File: src/rtl/bp_update_ctrl.sv
// bp_update_ctrl: branch checkpoint queue plus predictor-table update sequencer.
// Optional feature macro BPQ_TAG_CHECK_EN: validate res_tag against head and report bad resolutions on tag_err.
module bp_update_ctrl #(
  parameter int DEPTH = 4,
  parameter int GHR_W = 6,
  parameter int TAG_W = 2
) (
  input  logic             clk,
  input  logic             rst,
  input  logic             alloc_valid,
  output logic             alloc_ready,
  input  logic [31:0]      alloc_pc,
  input  logic [GHR_W-1:0] alloc_ghr,
  input  logic             alloc_gpred,
  input  logic             alloc_lpred,
  input  logic             alloc_choose,
  output logic [TAG_W-1:0] alloc_tag,
  input  logic             res_valid,
  input  logic [TAG_W-1:0] res_tag,
  input  logic             res_taken,
  output logic             upd_valid,
  output logic [31:0]      upd_pc,
  output logic [GHR_W-1:0] upd_ghr,
  output logic             upd_taken,
  output logic             upd_gcorr,
  output logic             upd_lcorr,
  output logic             mispredict,
  output logic [GHR_W-1:0] restore_ghr,
  output logic [TAG_W:0]   count,
  output logic             tag_err,
  output logic             dbgState
);

  // Handshakes: an allocation transfers on a rising edge where alloc_valid and
  // alloc_ready are both high, and alloc_ready never looks at alloc_valid.
  // Resolutions have no ready: one is taken only in IDLE with a non-empty queue.
  typedef enum logic {
    IDLE    = 1'b0,
    RECOVER = 1'b1
  } state_t;

  localparam logic [TAG_W:0] FULL = (TAG_W + 1)'(DEPTH);

  state_t           state;
  logic [TAG_W-1:0] head;
  logic [TAG_W-1:0] tail;

  logic [31:0]      pcMem  [DEPTH];
  logic [GHR_W-1:0] ghrMem [DEPTH];
  logic [DEPTH-1:0] gMem;
  logic [DEPTH-1:0] lMem;
  logic [DEPTH-1:0] cMem;

  logic             allocFire;
  logic             resSeen;
  logic             tagOk;
  logic             resFire;
  logic             finalPred;
  logic             mispFire;
  logic [GHR_W-1:0] headGhr;

  assign alloc_ready = (count < FULL) && (state == IDLE);
  assign alloc_tag   = tail;
  assign dbgState    = (state == RECOVER);

  assign allocFire = alloc_valid & alloc_ready;
  assign resSeen   = res_valid & (state == IDLE);

`ifdef BPQ_TAG_CHECK_EN
  assign tagOk = (res_tag == head);
`else
  logic unusedTag;
  assign tagOk     = 1'b1;
  assign unusedTag = ^res_tag;
`endif

  assign resFire   = resSeen & (count != '0) & tagOk;
  assign headGhr   = ghrMem[head];
  assign finalPred = cMem[head] ? lMem[head] : gMem[head];
  assign mispFire  = resFire & (finalPred != res_taken);

  // Checkpoint payload is never reset; head/tail/count define which slots are live.
  always_ff @(posedge clk) begin
    if (allocFire) begin
      pcMem[tail]  <= alloc_pc;
      ghrMem[tail] <= alloc_ghr;
      gMem[tail]   <= alloc_gpred;
      lMem[tail]   <= alloc_lpred;
      cMem[tail]   <= alloc_choose;
    end
  end

  always_ff @(posedge clk or negedge rst) begin
    if (!rst) begin
      state       <= IDLE;
      head        <= '0;
      tail        <= '0;
      count       <= '0;
      upd_valid   <= 1'b0;
      upd_pc      <= '0;
      upd_ghr     <= '0;
      upd_taken   <= 1'b0;
      upd_gcorr   <= 1'b0;
      upd_lcorr   <= 1'b0;
      mispredict  <= 1'b0;
      restore_ghr <= '0;
    end else begin
      upd_valid  <= resFire;
      mispredict <= mispFire;
      if (resFire) begin
        upd_pc      <= pcMem[head];
        upd_ghr     <= headGhr;
        upd_taken   <= res_taken;
        upd_gcorr   <= (gMem[head] == res_taken);
        upd_lcorr   <= (lMem[head] == res_taken);
        restore_ghr <= {headGhr[GHR_W-2:0], res_taken};
        head        <= head + 1'b1;
      end
      // A mispredict squashes every younger entry, including one allocated this edge.
      if (mispFire) begin
        state <= RECOVER;
        tail  <= head + 1'b1;
        count <= '0;
      end else begin
        state <= IDLE;
        if (allocFire) begin
          tail <= tail + 1'b1;
        end
        count <= count + {{TAG_W{1'b0}}, allocFire} - {{TAG_W{1'b0}}, resFire};
      end
    end
  end

`ifdef BPQ_TAG_CHECK_EN
  always_ff @(posedge clk or negedge rst) begin
    if (!rst) begin
      tag_err <= 1'b0;
    end else if (resSeen && !resFire) begin
      tag_err <= 1'b1;
    end
  end
`else
  assign tag_err = 1'b0;
`endif

  a_count_bound: assert property (@(posedge clk) disable iff (!rst) count <= FULL);
  a_recover_gap: assert property (@(posedge clk) disable iff (!rst) mispredict |=> !mispredict);

endmodule

File: config.mk
export PLATFORM = sky130hd
export DESIGN_NAME = bp_update_ctrl
export DESIGN_NICKNAME = d
export VERILOG_FILES = /design/src/rtl/bp_update_ctrl.sv
export SDC_FILE = /design/constraint.sdc
export NUM_CORES = 1
export LEC_CHECK = 0
export CORE_MARGIN = 3
export CORE_UTILIZATION = 49
export DETAILED_ROUTE_END_ITERATION = 6
export PLACE_DENSITY_LB_ADDON = 0.05
export REMOVE_ABC_BUFFERS = 1
export SYNTH_ARGS = -nofsm -noshare
export SYNTH_HDL_FRONTEND = slang
export SYNTH_SLANG_ARGS = --single-unit
File: constraint.sdc
create_clock -name clk -period 2.6 [get_ports clk]
set_input_delay 0.78 -clock clk [delete_from_list [all_inputs] [get_ports clk]]
set_output_delay 0.78 -clock clk [all_outputs]
set_load 0.03 [all_outputs]
== Word level (Yosys, flattened, before mapping) ==
Memories as Yosys holds them, arrays and structs flattened. A register that Yosys moved wholly into a read port is not among the register bits.
Index checks and enable logic that the tools add are counted.
Storage, ports and cells
  memories: 2
  word-level logic and storage cells: 55
  bits in registers: 37
  bits in writable memories: 152
Cells by class
  mux-type cells: 18
  reduce and logical (&&, ||, !) cells: 5
  bitwise operators: 5
  equal/unequal tests: 3
  $add $sub $neg: 4
  magnitude comparators: 4
Memories
  pcMem: depth 4, bits a word 32, read ports 1, clocked after Yosys merged registers in 1, write ports 1, line 48  | logic [31:0] pcMem [DEPTH];
  ghrMem: depth 4, bits a word 6, read ports 1, clocked after Yosys merged registers in 0, write ports 1, line 49  | logic [GHR_W-1:0] ghrMem [DEPTH];
Operators with widths (number)
  $bwmux W4: 3
  $mux W1: 8
  $bmux W1 S2: 3
  $lt A2 B3 Y1 const B: 2
  $add A2 B1 Y2 const B: 2
  $and A1 B1 Y1: 4
  $mux W2: 2
  $add A3 B1 Y3: 1
  $lt A3 B3 Y1 const B: 1
  $mux W3: 1
  $reduce_bool A3 Y1: 1
  $sub A3 B1 Y3: 1
  $demux W1 S2: 1
  $eq A1 B1 Y1: 2
  $ge A2 B1 Y1 const B: 1
  $logic_and A1 B1 Y1: 2
  $reduce_bool A2 Y1: 1
  $logic_not A1 Y1: 1
  $ne A1 B1 Y1: 1
  $not A1 Y1: 1

== Logic depth before layout (Yosys ltp) ==
Gate-level depths: netlist of run 1.
  word-level depth: 6
  mapped depth: 12

== Worst setup path before layout of run 1 ==
Ideal clock, no wire load.
  path type: input port to flip-flop
  start: input res_valid
  end: register count[2]
  data arrival time: 2.734 ns
  stages on the path: 12
  path buffers: 2
  setup time: 0.134 ns
  setup slack: -0.267 ns
  path through: nor2b_1 > and2_1 > clkbuf_1 > buf_2 > ha_1 > inv_1 > ha_1 > inv_1 > fa_1 > xor2_1 > xnor2_1 > nor2_1
Between the ends
  word-level cells in the longest chain between the ends: 4
Ends and longest elaborated chain
  start, declared: line 18  | input logic res_valid,
  $and A1 B1 Y1 (*): line 67  | assign resSeen = res_valid & (state == IDLE);
  $and A1 B1 Y1 (*): line 77  | assign resFire = resSeen & (count != '0) & tagOk;
  named net resFire: line 57  | logic resFire;
  $sub A3 B1 Y3 / $and A1 B1 Y1 (equally long branches): line 129, 80
  $mux W3 (*): line 120  | if (mispFire) begin
  end signal, assigned: line 129  | count <= count + {{TAG_W{1'b0}}, allocFire} - {{TAG_W{1'b0}}, resFire};
  end, declared: line 29  | output logic [TAG_W:0] count,
Mark *: on every way through the listed nets, which the timed path passes. The rest lies on a longest branch.
A chain may end at the register's enable or synchronous reset.

== Worst setup path in the final report of run 1 ==
  start: register count[2]
  end: output alloc_ready
Between the ends
  word-level cells in the longest chain between the ends: 2
Ends and longest elaborated chain
  $lt A3 B3 Y1: line 62  | assign alloc_ready = (count < FULL) && (state == IDLE);
  $logic_and A1 B1 Y1: line 62
  end, declared: line 11  | output logic alloc_ready,
No other way between the ends.

==> metrics, run 1 <==
outcome finished, final reports clean; HP Class in -> async; startpoint types register; Ys Warns 0; Worst setup EP type output port; VDD IR-drop max around 0.00092 V; commonest non-fill, non-tap cell in the layout edfxtp_1; number of fill cells approximately 1100; post-CTS setup buffer count 0; worst r2r dst count[2]; max_slew headroom around 53%; reg2reg start count[1]; die height ~130 um; Req. time, crit path between 1.5 and 2 ns; unrepaired setup endpoints after global routing false; Fmax achieved around 400 MHz; antenna cells 0; core area ~0.016 mm^2; Crit Path Category reg -> out; setup ws final about 0.11 ns; fin nets ~540; Cell Pwr Density between 1000 and 1500 mW/mm^2; Fin. Hold Viols 0; wire per inst around 21 um; Synth cell types 27; Critical Path Start count[2]; Vias/cell between 5 and 6; vias in the first global route slightly above 4000; P_leak approximately 3.5 nW; R2R Setup Slk ~0.18 ns; port bufs 101; clk_skew between 0.007 and 0.008 ns; non-filler cells, final around 720; Iter 0 DRT Violations around 200; Clock Pin Slew Worst Setup and Hold Paths 0.06 ns; #FFs+latches synth ~210; placed cell count 675; hpwl dp 8580 um; Ports between 100 and 150; total grt overflow 0; Min Clock Period, post-route about 2.5 ns; dominant synthesized flop cell edfxtp_1; H-tree depth 1; initial antenna violation count 0; largest net degree at the start of global routing 45; cells after synthesis between 300 and 400; via count around 3800; DRT Wirelength between 10000 and 15000 um; Post-synth EDFFs ~160; post-detailed-route count of antenna-violating nets 0; register area share after synthesis 77.0%; Horiz. Die Dim 134 um; Worst-Skew Late Latency ~0.5 ns; Layout area overhead 25.8%; fraction of final layout cells with drive strength greater than 1 roughly a fifth; final number of setup-violating endpoints 0; depth of the most critical reg-to-reg path 10; Tcrit/Tclk final between 90% and 100%; FP Rows 46; CTS sink cnt about 210; MaxCap Viol Count 0; Placer Congestion ~0.73; Remaining DRCs 0; CP Max Fanout 5; DIE AREA around 0.018 mm^2; commonest cells after routing, fill and taps aside edfxtp_1, clkdlybuf4s50_1, dfrtp_1; CTS tree yes; Tot GR Track Use roughly 17%; Setup WS pre-CTS -0.297 ns; CTS root buffer clkbuf_16; Min Hold Slack approximately 0.25 ns; Max Slew Vio Count 0; Initial DRT Pass Iterations 4; clock buffer depth 3; first-pass GRT wire length between 20000 and 25000 um; CP endpoint alloc_ready; share of async-settable or async-resettable flops after synthesis 23.4%; Mapped Area 0.00802 mm^2; crit path DAT 1.71 ns; slew at the pin with the worst max-slew slack 0.703 ns; CTS Buf Count 23; initial core utilization 50.3%; Avg Synthesized Cell Area ~22 um^2
-- state kept, by name, indices dropped and copies added (netlist names) --
name         count
gMem             4
upd_valid        1
upd_ghr          6
upd_gcorr        1
pcMem          128
upd_pc          32
head             2
count            3
upd_lcorr        1
ghrMem          24
restore_ghr      1
lMem             4
mispredict       1
alloc_tag        2
cMem             4
-- power by group --
part | switching (mW) | internal, mW | leakage, nW
sequential | 0.371 | 4.55 | 2.08
combinational | 2.31 | 2.09 | 1.10
clock | 1.23 | 1.69 | 0.322
-- per-layer routing --
metal | global-route usage (%) | wire length (um)
met3 | 3.38 | 849
met2 | 27.5 | 7280
met5 | 0 | 0
met1 | 24.1 | 6330
met4 | 4.69 | 228
-- worst max-delay path, stage by stage, from the launching register on --
cell,delay (ns)
dfrtp_1,0.44
nor2_1,0.12
clkdlybuf4s50_1,0.67
-- synth_stat cells (2+ instances only) --
| cell | n | area (um^2) |
|---|---|---|
| and2_1 | 5 | 31.3 |
| buf_2 | 8 | 40.0 |
| buf_4 | 8 | 60.1 |
| clkbuf_1 | 6 | 22.5 |
| dfrtp_1 | 50 | 1250 |
| edfxtp_1 | 164 | 4920 |
| ha_1 | 6 | 75.1 |
| inv_1 | 6 | 22.5 |
| mux2_1 | 36 | 405 |
| mux2_2 | 4 | 45.0 |
| mux2i_1 | 3 | 30.0 |
| mux4_2 | 41 | 923 |
| nor2_1 | 4 | 15.0 |
| nor2b_1 | 2 | 12.5 |
| xnor2_1 | 6 | 52.6 |
| xor2_1 | 2 | 17.5 |
-- stage by stage --
| step | cell area, um^2 | power [mW] | setup TNS, ns | utilization [%] |
|---|---|---|---|---|
| detailed placement | 9400 | 9.48 | -3.58 | 59.0 |
| floorplan | 7880 | 7.70 | -43.60 | - |
| global placement | 9400 | 9.39 | -3.60 | 59.0 |
| finish | 10100 | 12.3 | 0 | 63.3 |
| CTS | 10100 | 12.4 | 0 | 63.2 |
| global route | 10100 | 12.9 | 0 | 63.3 |
-- cells by family after synthesis --
kind of cell             Yosys count  synth area share, %
AND/OR/NAND/NOR                   16                 1.11
multiplexers                      85                 17.7
other                              1               0.0468
XOR/XNOR                           8                0.874
buffers and inverters             29                 1.95
AO/OA/AOI/OAI                      2                0.125
flip-flops                       214                 77.0
adder cells (fa/ha/maj)            7                 1.19
-- area by class of cell --
class                      instances  area [um^2]  share of cell area, %
clock buffer                      34          637                   6.31
clock inverter                     7         40.0                  0.397
inverter                           6         22.5                  0.223
multi-input combinational        119         1700                   16.9
sequential                       214         6180                   61.3
tap                              216          270                   2.68
timing repair buffer             120         1240                   12.3
-- repair_timing --
action / in CTS / in global routing
setup endpoints to repair: 0 / 1
gates resized for setup: 0 / 3
hold buffers: 0 / 0
-- worst min-delay path by stage --
stage,from,end
global route,rst,upd_gcorr
finish,rst,upd_gcorr
global placement,upd_pc[15],upd_pc[15]
CTS,rst,upd_pc[27]
detailed placement,upd_pc[30],upd_pc[30]
floorplan,rst,alloc_tag[0]
(Power assumes the default switching activity.)
==> run 2: changes to the inputs <==
--- a/config.mk
+++ b/config.mk
@@ -10,6 +10,7 @@
 export DETAILED_ROUTE_END_ITERATION = 6
 export PLACE_DENSITY_LB_ADDON = 0.05
 export REMOVE_ABC_BUFFERS = 1
+export SKIP_LAST_GASP = 1
 export SYNTH_ARGS = -nofsm -noshare
 export SYNTH_HDL_FRONTEND = slang
 export SYNTH_SLANG_ARGS = --single-unit
==> results of run 2 <==
The final DEF is identical to that of run 1; final timing and power are the same.
==> run 3: changes to the inputs <==
--- a/config.mk
+++ b/config.mk
@@ -6,7 +6,7 @@
 export NUM_CORES = 1
 export LEC_CHECK = 0
 export CORE_MARGIN = 3
-export CORE_UTILIZATION = 49
+export CORE_UTILIZATION = 55
 export DETAILED_ROUTE_END_ITERATION = 6
 export PLACE_DENSITY_LB_ADDON = 0.05
 export REMOVE_ABC_BUFFERS = 1
==> constraint.sdc (replaced) <==
create_clock -name clk -period 2.3 [get_ports clk]
set_input_delay 0.69 -clock clk [delete_from_list [all_inputs] [get_ports clk]]
set_output_delay 0.69 -clock clk [all_outputs]
set_load 0.03 [all_outputs]
==> metrics, run 3 (synthesis results as in run 1) <==
CTS tree yes; first-pass GRT wire length roughly 22000 um; startpoint types input port; Tcrit/Tclk final between 90% and 100%; DRT Wirelength about 14000 um; unrepaired setup endpoints after global routing true; CP top delay family adder cells; clk_skew about 0.0045 ns; Vias/cell about 5.5; Cell Pwr Density between 1000 and 1500 mW/mm^2; antenna cells 0; CP Max Fanout 2; Iter 0 DRT Violations roughly 160; MaxCap Viol Count 0; post-detailed-route count of antenna-violating nets 0; initial core utilization a little under three fifths; die height between 100 and 150 um; Ports between 100 and 150; fraction of final layout cells with drive strength greater than 1 between 20% and 30%; max_slew headroom a little over half; via count approximately 3700; clock buffer depth 3; cell mode on critical path inv_1; HP Class in -> async; FP Rows 43; Req. time, crit path roughly 2.7 ns; CTS root buffer clkbuf_16; Fmax achieved between 400 and 500 MHz; top flop regs pcMem x128, upd_pc x32, ghrMem x24; Reg with most FFs pcMem; number of fill cells 871; Largest register FFs ~130; H-tree depth 1; Remaining DRCs 0; Layout area overhead 26.2%; Placement Cell Area 0.00942 mm^2; DIE AREA 0.0161 mm^2; CP cell instances clkdlybuf4s50_1, nor2b_2, and2_4, ha_1, inv_1, ha_2, inv_1, fa_2, xor2_1, xnor2_1, nor2_1; Min Hold Slack approximately 0.26 ns; P_leak roughly 3.6 nW; Horiz. Die Dim between 100 and 150 um; Worst-Skew Late Latency around 0.48 ns; initial antenna violation count 0; worst r2r dst count[2]; Crit path buffers/inverters 3; slew at the pin with the worst max-slew slack 0.692 ns; VDD IR-drop max just over 0.0007 V; wire per inst around 20 um; depth of the most critical reg-to-reg path 10; final instance area between 0.01 and 0.015 mm^2; R2R Setup Slk roughly 0.050 ns; Placer Congestion between 0.7 and 0.8; fin nets 542; reg2reg start count[2]; Clock Pin Slew Worst Setup and Hold Paths 0.05 ns; non-filler cells, final 682; Max Slew Vio Count 0; Crit Path Category in -> reg; Min Clock Period, post-route roughly 2.3 ns; Initial DRT Pass Iterations 4; post-CTS setup buffer count 0; placed cell count ~640; commonest non-fill, non-tap cell in the layout edfxtp_1; crit path DAT ~2.6 ns; Tot GR Track Use a little under a fifth; post-cts hold buffer count 0; commonest cells after routing, fill and taps aside edfxtp_1, clkdlybuf4s50_1, dfrtp_1; Worst setup EP type register; CTS Buf Count 22; final number of setup-violating endpoints 0; hpwl dp 8460 um; CTS sink cnt between 200 and 250; vias in the first global route between 4000 and 5000; CP peak stage delay 0.40 ns; largest net degree at the start of global routing between 40 and 50; port bufs ~100; outcome finished, final reports clean; slowest stage cell, crit path clkdlybuf4s50_1; Fin. Hold Viols 0; core area between 0.01 and 0.015 mm^2; total grt overflow 0
[run 3: changes by cell type in the layout (fill, tap and decap cells not counted), sizes merged]
cell	previous run	this run
clkinvlp	2	0
dlygate4sd2	0	6
clkinv	4	5
clkbuf	34	33
buf	20	24
bufinv	0	1
inv	7	6
clkdlybuf4s50	100	92
dlymetal6s2s	0	2
[run 3: metal layers]
metal / wire, um / global-route usage (%) / part of all wire [%] / vias to the layer above
met5: 0 / 0 / 0 / -
met4: 218 / 4.29 / 1.6 / 0
met3: 619 / 3.66 / 4.4 / 15
met2: 7210 / 30.7 / 52 / 94
met1: 5880 / 24.3 / 42 / 1940
li1: - / - / - / 1679
[run 3: what timing repair did]
item / in CTS / in global routing
setup endpoints to repair: 7 / 3
pin swaps: 3 / 3
resized for setup: 11 / 3
[run 3: worst max-delay path by stage]
stage                startpoint       end  slack, ns  cells after the start
global route        alloc_valid  count[2]      -0.04                     11
detailed placement  alloc_valid  count[2]      -0.52                     11
finish                res_valid  count[2]       0.03                     11
global placement    alloc_valid  count[2]      -0.46                     11
floorplan             res_valid  count[2]      -1.14                     10
CTS                    count[2]  count[2]      0.003                     10
[run 3: final cells by class]
class	count	area, um^2	area share (%)
well taps	180	225	2.23
repair buffers	124	1300	12.9
inverters	6	22.5	0.223
clock inverters	6	51.3	0.507
clock buffers	33	623	6.16
multi-input cells	119	1710	16.9
flip-flops and latches	214	6180	61.1
[run 3: stage by stage]
| step | TNS [ns] | utilization [%] | total power [mW] | worst slack (ns) |
|---|---|---|---|---|
| 6_report | 0 | 72.0 | 13.9 | 0.0322 |
| 5_1_grt | -0.0405 | 72.0 | 14.6 | -0.0405 |
| 4_1_cts | 0 | 72.0 | 14.1 | 0.00333 |
| 3_5_place_dp | -16.63 | 67.1 | 10.8 | -0.521 |
| 3_3_place_gp | -11.24 | 67.1 | 10.7 | -0.461 |
| 2_1_floorplan | -94.11 | - | 8.71 | -1.14 |
[run 3: power by group]
| part | total, mW | switching [mW] | internal [mW] |
|---|---|---|---|
| Clock | 3.28 | 1.31 | 1.97 |
| Combinational | 5.03 | 2.59 | 2.44 |
| Sequential | 5.59 | 0.452 | 5.14 |
| Total | 13.9 | 4.35 | 9.55 |
